`src/rtl/moddiv_pow2_pipe.sv`:
```
// moddiv_pow2_pipe
//
// Multi-lane pipelined modular halving unit: y = x * 2^-k mod q, with
// k = min(shift, MAX_SHIFT) when intt=1 and k = 0 otherwise. Stage s
// (1..MAX_SHIFT) halves its beat when s <= k and passes it through otherwise,
// so latency is always MAX_SHIFT cycles regardless of k. Works for any odd q.
//
// Ports:
//   clk        rising-edge clock
//   rstn       asynchronous active-low reset
//   q_load     load q_in into the modulus register (only while idle)
//   q_in       new odd modulus
//   in_valid   input beat valid
//   in_ready   input beat accepted when in_valid && in_ready
//   intt       1: divide by 2^shift, 0: pass through (sampled with the beat)
//   shift      requested shift k (sampled with the beat, saturates)
//   x          LANES coefficients, lane i = x[i*LOGQ +: LOGQ]
//   out_valid  output beat valid (last stage occupied)
//   out_ready  downstream accepts
//   y          LANES results, lane order preserved
//   busy       at least one stage holds a valid beat
module moddiv_pow2_pipe #(
    parameter int unsigned     LOGQ       = 64,
    parameter int unsigned     LANES      = 2,
    parameter int unsigned     MAX_SHIFT  = 4,
    parameter bit              IS_Q_FIXED = 1'b0,
    parameter logic [LOGQ-1:0] Q          = 64'd18446744069414584321,
    parameter int unsigned     SW         = $clog2(MAX_SHIFT + 1)
) (
    input  logic                  clk,
    input  logic                  rstn,
    input  logic                  q_load,
    input  logic [LOGQ-1:0]       q_in,
    input  logic                  in_valid,
    output logic                  in_ready,
    input  logic                  intt,
    input  logic [SW-1:0]         shift,
    input  logic [LANES*LOGQ-1:0] x,
    output logic                  out_valid,
    input  logic                  out_ready,
    output logic [LANES*LOGQ-1:0] y,
    output logic                  busy
);

    localparam int unsigned     DW   = LANES * LOGQ;
    localparam logic [SW-1:0]   KMax = SW'(MAX_SHIFT);
    localparam logic [LOGQ-1:0] One  = LOGQ'(1);

    // Modulus and its precomputed half-plus-one h = (q+1)/2.
    logic [LOGQ-1:0] q_q;
    logic [LOGQ-1:0] h_q;

    // Per-stage valid, data and effective shift of the beat held there.
    logic [MAX_SHIFT-1:0] v_q;
    logic [DW-1:0]        d_q   [MAX_SHIFT];
    logic [SW-1:0]        k_q   [MAX_SHIFT];

    logic [MAX_SHIFT-1:0] cap;
    logic [MAX_SHIFT-1:0] nxt_v;
    logic [DW-1:0]        nxt_d [MAX_SHIFT];
    logic [SW-1:0]        nxt_k [MAX_SHIFT];

    logic          in_fire;
    logic          q_we;
    logic [SW-1:0] ke_in;

    // Halve every lane modulo q: odd v maps to (v >> 1) + h = (v + q) / 2,
    // which stays below q, so no carry-out is needed.
    function automatic logic [DW-1:0] halve(input logic [DW-1:0] v,
                                            input logic [LOGQ-1:0] h);
        logic [LOGQ-1:0] lane;
        halve = '0;
        for (int i = 0; i < LANES; i++) begin
            lane = v[i*LOGQ +: LOGQ];
            halve[i*LOGQ +: LOGQ] = lane[0] ? (lane >> 1) + h : (lane >> 1);
        end
    endfunction

    always_comb begin
        ke_in = '0;
        if (intt) begin
            ke_in = (shift > KMax) ? KMax : shift;
        end
    end

    // A stage may capture when it is empty or its content moves on this cycle.
    // Walking from the output back lets empty stages absorb bubbles while the
    // output is stalled.
    always_comb begin : flow
        logic down;
        cap  = '0;
        down = out_ready;
        for (int s = MAX_SHIFT - 1; s >= 0; s--) begin
            cap[s] = !v_q[s] || down;
            down   = cap[s];
        end
    end

    assign in_ready  = !q_load && cap[0];
    assign in_fire   = in_valid && in_ready;
    assign busy      = |v_q;
    assign out_valid = v_q[MAX_SHIFT-1];
    assign y         = d_q[MAX_SHIFT-1];

    for (genvar s = 0; s < MAX_SHIFT; s++) begin : g_stage
        if (s == 0) begin : g_first
            always_comb begin
                nxt_v[0] = in_fire;
                nxt_k[0] = ke_in;
                nxt_d[0] = (ke_in != '0) ? halve(x, h_q) : x;
            end
        end else begin : g_next
            // Stage s+1 (1-based) halves when its position is within the beat's shift.
            always_comb begin
                nxt_v[s] = v_q[s-1];
                nxt_k[s] = k_q[s-1];
                nxt_d[s] = (k_q[s-1] >= SW'(s + 1)) ? halve(d_q[s-1], h_q) : d_q[s-1];
            end
        end
    end

    always_ff @(posedge clk or negedge rstn) begin
        if (!rstn) begin
            v_q <= '0;
            for (int s = 0; s < MAX_SHIFT; s++) begin
                d_q[s] <= '0;
                k_q[s] <= '0;
            end
        end else begin
            for (int s = 0; s < MAX_SHIFT; s++) begin
                if (cap[s]) begin
                    v_q[s] <= nxt_v[s];
                    if (nxt_v[s]) begin
                        d_q[s] <= nxt_d[s];
                        k_q[s] <= nxt_k[s];
                    end
                end
            end
        end
    end

    // Loading only while idle keeps every in-flight beat on a single modulus.
    assign q_we = !IS_Q_FIXED && q_load && !busy && !in_fire;

    always_ff @(posedge clk or negedge rstn) begin
        if (!rstn) begin
            q_q <= Q;
            h_q <= (Q >> 1) + One;
        end else if (q_we) begin
            q_q <= q_in;
            h_q <= (q_in >> 1) + One;
        end
    end

    // The modulus itself is kept for visibility; the datapath only needs h.
    logic unused_q;
    assign unused_q = ^q_q;

endmodule

```
`config.mk`:
```
export PLATFORM = sky130hd
export DESIGN_NAME = moddiv_pow2_pipe
export DESIGN_NICKNAME = d
export VERILOG_FILES = /design/src/rtl/moddiv_pow2_pipe.sv
export SDC_FILE = /design/constraint.sdc
export NUM_CORES = 2
export LEC_CHECK = 0
export CORE_AREA = 4 4 322 324
export CTS_BUF_LIST = sky130_fd_sc_hd__clkbuf_4
export DETAILED_ROUTE_END_ITERATION = 16
export DIE_AREA = 0 0 326 328
export GPL_ROUTABILITY_DRIVEN = 0
export PLACE_DENSITY = 0.87
export REMOVE_ABC_BUFFERS = 1
export SLEW_MARGIN = 20
export SYNTH_ARGS = -nofsm -noshare
export SYNTH_HDL_FRONTEND = slang
export SYNTH_SLANG_ARGS = --single-unit
```
`constraint.sdc`:
```
create_clock -name clk -period 4.9 [get_ports clk]
set_input_delay 0.735 -clock clk [delete_from_list [all_inputs] [get_ports clk]]
set_output_delay 0.735 -clock clk [all_outputs]
set_load 0.01 [all_outputs]
```
==> flow_summary.yaml <==
critical_path:
  crit_required_ns: 5.76
  worstSetupEndpointType: "flip-flop"
  critPathLaunchType: "flip-flop"
  cp.arrival_ns: 5.54
  critPathMaxFanout: 9
  cp_common_cell: "a21o_1"
  cp_slowest_cell: "a31oi_1"
  slowest_delay_ns: 0.75
  crit_type: "reg2reg"
  crit_path_cell_trace: "ha_1 -> a21o_1 -> a21o_1 -> a21o_1 -> a2111oi_0 -> a21boi_0 -> a31oi_1 -> nor3_1 -> nor2_1 -> o21ai_0 -> xor2_1 -> mux2i_1 -> a21oi_1"
pwr:
  comb_power_share_pct: 64.6
  internal-power_mw: 19.6
  power_frac_seq_pct: 23.5
  clock_power_share_pct: 11.9
  power_switching_mw: 19.7
  p_per_area_nw_per_um2: 588
  ir_drop_uv: 306
  power.leakage_nw: 30.4
  switching_share_pct: 50.1
  power_mw: 39.3
sta:
  setup_viol_count_final: 0
  relSlewSlack_pct: 27.3
  tightest_slew_ns: 1.09
  worst_slack_ns: 0.215
  slew_violations: 0
  max_freq_ghz: 0.213
  fin_crit_sh_pct: 95.6
  rsz0062_at_grt: "false"
  final-hold-violation-count: 0
  min_period_ns: 4.69
  skew_ns: 0.0763
  hold_slack_ns: 0.124
grt:
  grt_overflow: 0
  grt_pass1_vias: 58720
  antenna_found_initial: 39
  grt_start_max_net_pins: 172
  grtUsageTotal_pct: 35.7
  grt_pass1_wl_mm: 308
clock_tree:
  cts_max_path_buffers: 3
  post_cts_buffers: 0
  root_buffer: "clkbuf_4"
  cts_sinks: 587
  h-tree-depth: 4
  clkLatencyLatePin_ns: 1.08
  cts_tree: "built"
  cts_buffers: 158
  clk_pin_slew_worst_paths_ns: 0.07
logic_synthesis:
  synthArstFlopShare_pct: 100
  ys_seq_area_share_pct: 24.2
  ys_ff_latch: 587
  synth-edff-count: 0
  syn_area_um2: 61000
  yosys_warnings: 0
  syn_area_per_cell_um2: 7.60
  synthCells: 8029
  yosysUniqueCellTypes: 90
  synthFlopType: "dfrtp_1"
  synth_top_area_cell: "dfrtp_1"
  synth_top_area_share_pct: 22.7
  synth_area_leaders: "dfrtp_1 23%, ha_1 10%, a21oi_1 8.2%, o21ai_0 6.7%, nand2_1 5.4%"
detailed_routing:
  drt_first_pass_iters: 11
  routed_via_density: 6.63
  drc: 0
  vias: 63508
  finalWirelength_mm: 201
  drt_iter0_markers: 8203
  avgRoutedWirePerCell_um: 21.0
  postRouteAntennaNets: 0
die:
  ioPinCount: 332
  num_rows: 117
  die_y_um: 328
  dieArea_um2: 107000
  start_util_pct: 60.3
  die_w_um: 326
  core_um2: 101000
placed_design:
  post-place-ws_ns: -0.135
  hpwlAfterDp_mm: 159
  numPortBuffers: 330
cells_and_area:
  nets: 8763
  final_util_pct: 66.0
  syn_to_final_growth_pct: 9.50
  drive_above_1_share_pct: 6.27
worst_hold_path:
  min_path_type: "in2reg"
job:
  drv_cap: 0
outcome:
  status: "completed"
## layout by cell type, fill, tap and decap left out, drive strengths merged, types with 31 or more instances in the layout
| cell type | n |
|---|---|
| a21oi | 999 |
| nand2 | 885 |
| o21ai | 826 |
| nor2 | 591 |
| dfrtp | 554 |
| ha | 505 |
| a21o | 372 |
| clkdlybuf4s50 | 327 |
| xnor2 | 304 |
| mux2i | 264 |
| xor2 | 228 |
| clkbuf | 215 |
| nor3 | 201 |
| buf | 155 |
| inv | 151 |
| nand4 | 138 |
| nand3 | 133 |
| and3 | 122 |
| o21bai | 107 |
| a211oi | 101 |
| a31oi | 97 |
| nor2b | 71 |
| o31ai | 68 |
| clkinv | 53 |
| nand2b | 51 |
| a221oi | 49 |
| o21a | 48 |
| o221ai | 48 |
| o211ai | 47 |
| diode | 41 |
| or3 | 37 |
| o22ai | 34 |
| dfstp | 33 |
| a21boi | 32 |
| and2 | 31 |
## state kept, by name (all words and copies together), names as in the netlist
| signal | cells |
|---|---|
| y | 128 |
| d_q | 384 |
| v_q | 4 |
| h_q | 64 |
| k_q | 7 |
## Yosys cell counts (all sizes together), types with 10 or more instances
| cell | count |
|---|---|
| a21oi | 999 |
| nand2 | 885 |
| o21ai | 826 |
| nor2 | 591 |
| dfrtp | 554 |
| ha | 505 |
| clkbuf | 445 |
| a21o | 372 |
| xnor2 | 304 |
| mux2i | 264 |
| xor2 | 228 |
| nor3 | 201 |
| buf | 178 |
| inv | 148 |
| nand4 | 138 |
| nand3 | 133 |
| and3 | 122 |
| o21bai | 107 |
| a211oi | 101 |
| a31oi | 97 |
| nor2b | 71 |
| o31ai | 68 |
| nand2b | 51 |
| a221oi | 49 |
| o21a | 48 |
| o221ai | 48 |
| o211ai | 47 |
| or3 | 37 |
| o22ai | 34 |
| dfstp | 33 |
| a21boi | 32 |
| and2 | 31 |
| nor3b | 29 |
| a221o | 27 |
| nor4 | 20 |
| and4 | 17 |
| a41oi | 16 |
| or2 | 15 |
| a211o | 14 |
| a2111oi | 12 |
| o31a | 12 |
| a31o | 10 |
## timing repair
item                                    in CTS  in global routing
resized for setup                            0                  1
hold buffers                                 1                  0
endpoints found under the setup margin       0                  1
endpoints found under the hold margin       76                  0
## final cells by class
type,count,area (um^2)
multi-input combinational,6671,42900
fill,8249,34400
sequential,587,14700
timing repair buffer,483,4620
tap,1368,1710
clock buffer,215,1610
inverter,148,558
clock inverter,65,477
antenna,41,103
## layer usage
layer / up-vias / global-route usage [%] / part of all wire (%)
li1: 29491 / - / -
met1: 28989 / 45.7 / 38
met2: 4147 / 55.4 / 43
met3: 871 / 7.92 / 13
met4: 10 / 21.4 / 6.6
met5: - / 0 / 0.034
## final timing paths
path	start	end	slack [ns]	cells after the start
worst max-delay path	h_q[8]	d_q[363]	0.21	13
worst min-delay path	x[64]	d_q[510]	0.12	3
worst max register to register	h_q[8]	d_q[363]	0.21	13
worst min register to register	y[87]	y[87]	0.48	2
max in group asynchronous	rstn	d_q[128]	3.56	3
min in group asynchronous	rstn	d_q[318]	0.29	2
## power groups by stage
| stage | clock network (mW) | logic [mW] | registers, mW |
|---|---|---|---|
| 2_1_floorplan | 0 | 17.8 | 8.43 |
| 3_3_place_gp | 0 | 23.7 | 8.96 |
| 3_5_place_dp | 0 | 24.5 | 9.08 |
| 4_1_cts | 4.73 | 24.6 | 8.99 |
| 5_1_grt | 4.98 | 27.6 | 9.32 |
| 6_report | 4.68 | 25.4 | 9.22 |
## per-stage QoR
step | std cells | TNS, ns | area, um^2
final | 9578 | 0 | 66800
after global routing | 9566 | 0 | 66700
after CTS | 9537 | 0 | 66700
after detailed placement | 9256 | -0.392 | 64600
after global placement | 9256 | -0.0783 | 64600
after floorplan | 7406 | -997.73 | 58200
## worst max-delay path, delay by kind of cell (launching register included)
| family | cells | cell delay [ns] |
|---|---|---|
| muxes | 1 | 0.17 |
| DFF | 1 | 0.72 |
| and+or+nand+nor | 2 | 0.47 |
| AOI/OAI and AO/OA | 8 | 2.60 |
| xor gates and xnor gates | 1 | 0.17 |
| adders and majority gates | 1 | 0.39 |
## cells by family (layout without fill, tap and decap cells)
logic type	after synthesis	count (layout)	share of synthesized area (%)
DFF	587	587	24.2
muxes	269	269	4.43
AOI/OAI and AO/OA	2995	2995	29.9
adders and majority gates	513	513	10.6
and+or+nand+nor	2362	2362	17.7
buffers and inverters	771	911	5.54
xor gates and xnor gates	532	532	7.64
other	0	41	0
Note: power is estimated with default switching activity, not from simulation.
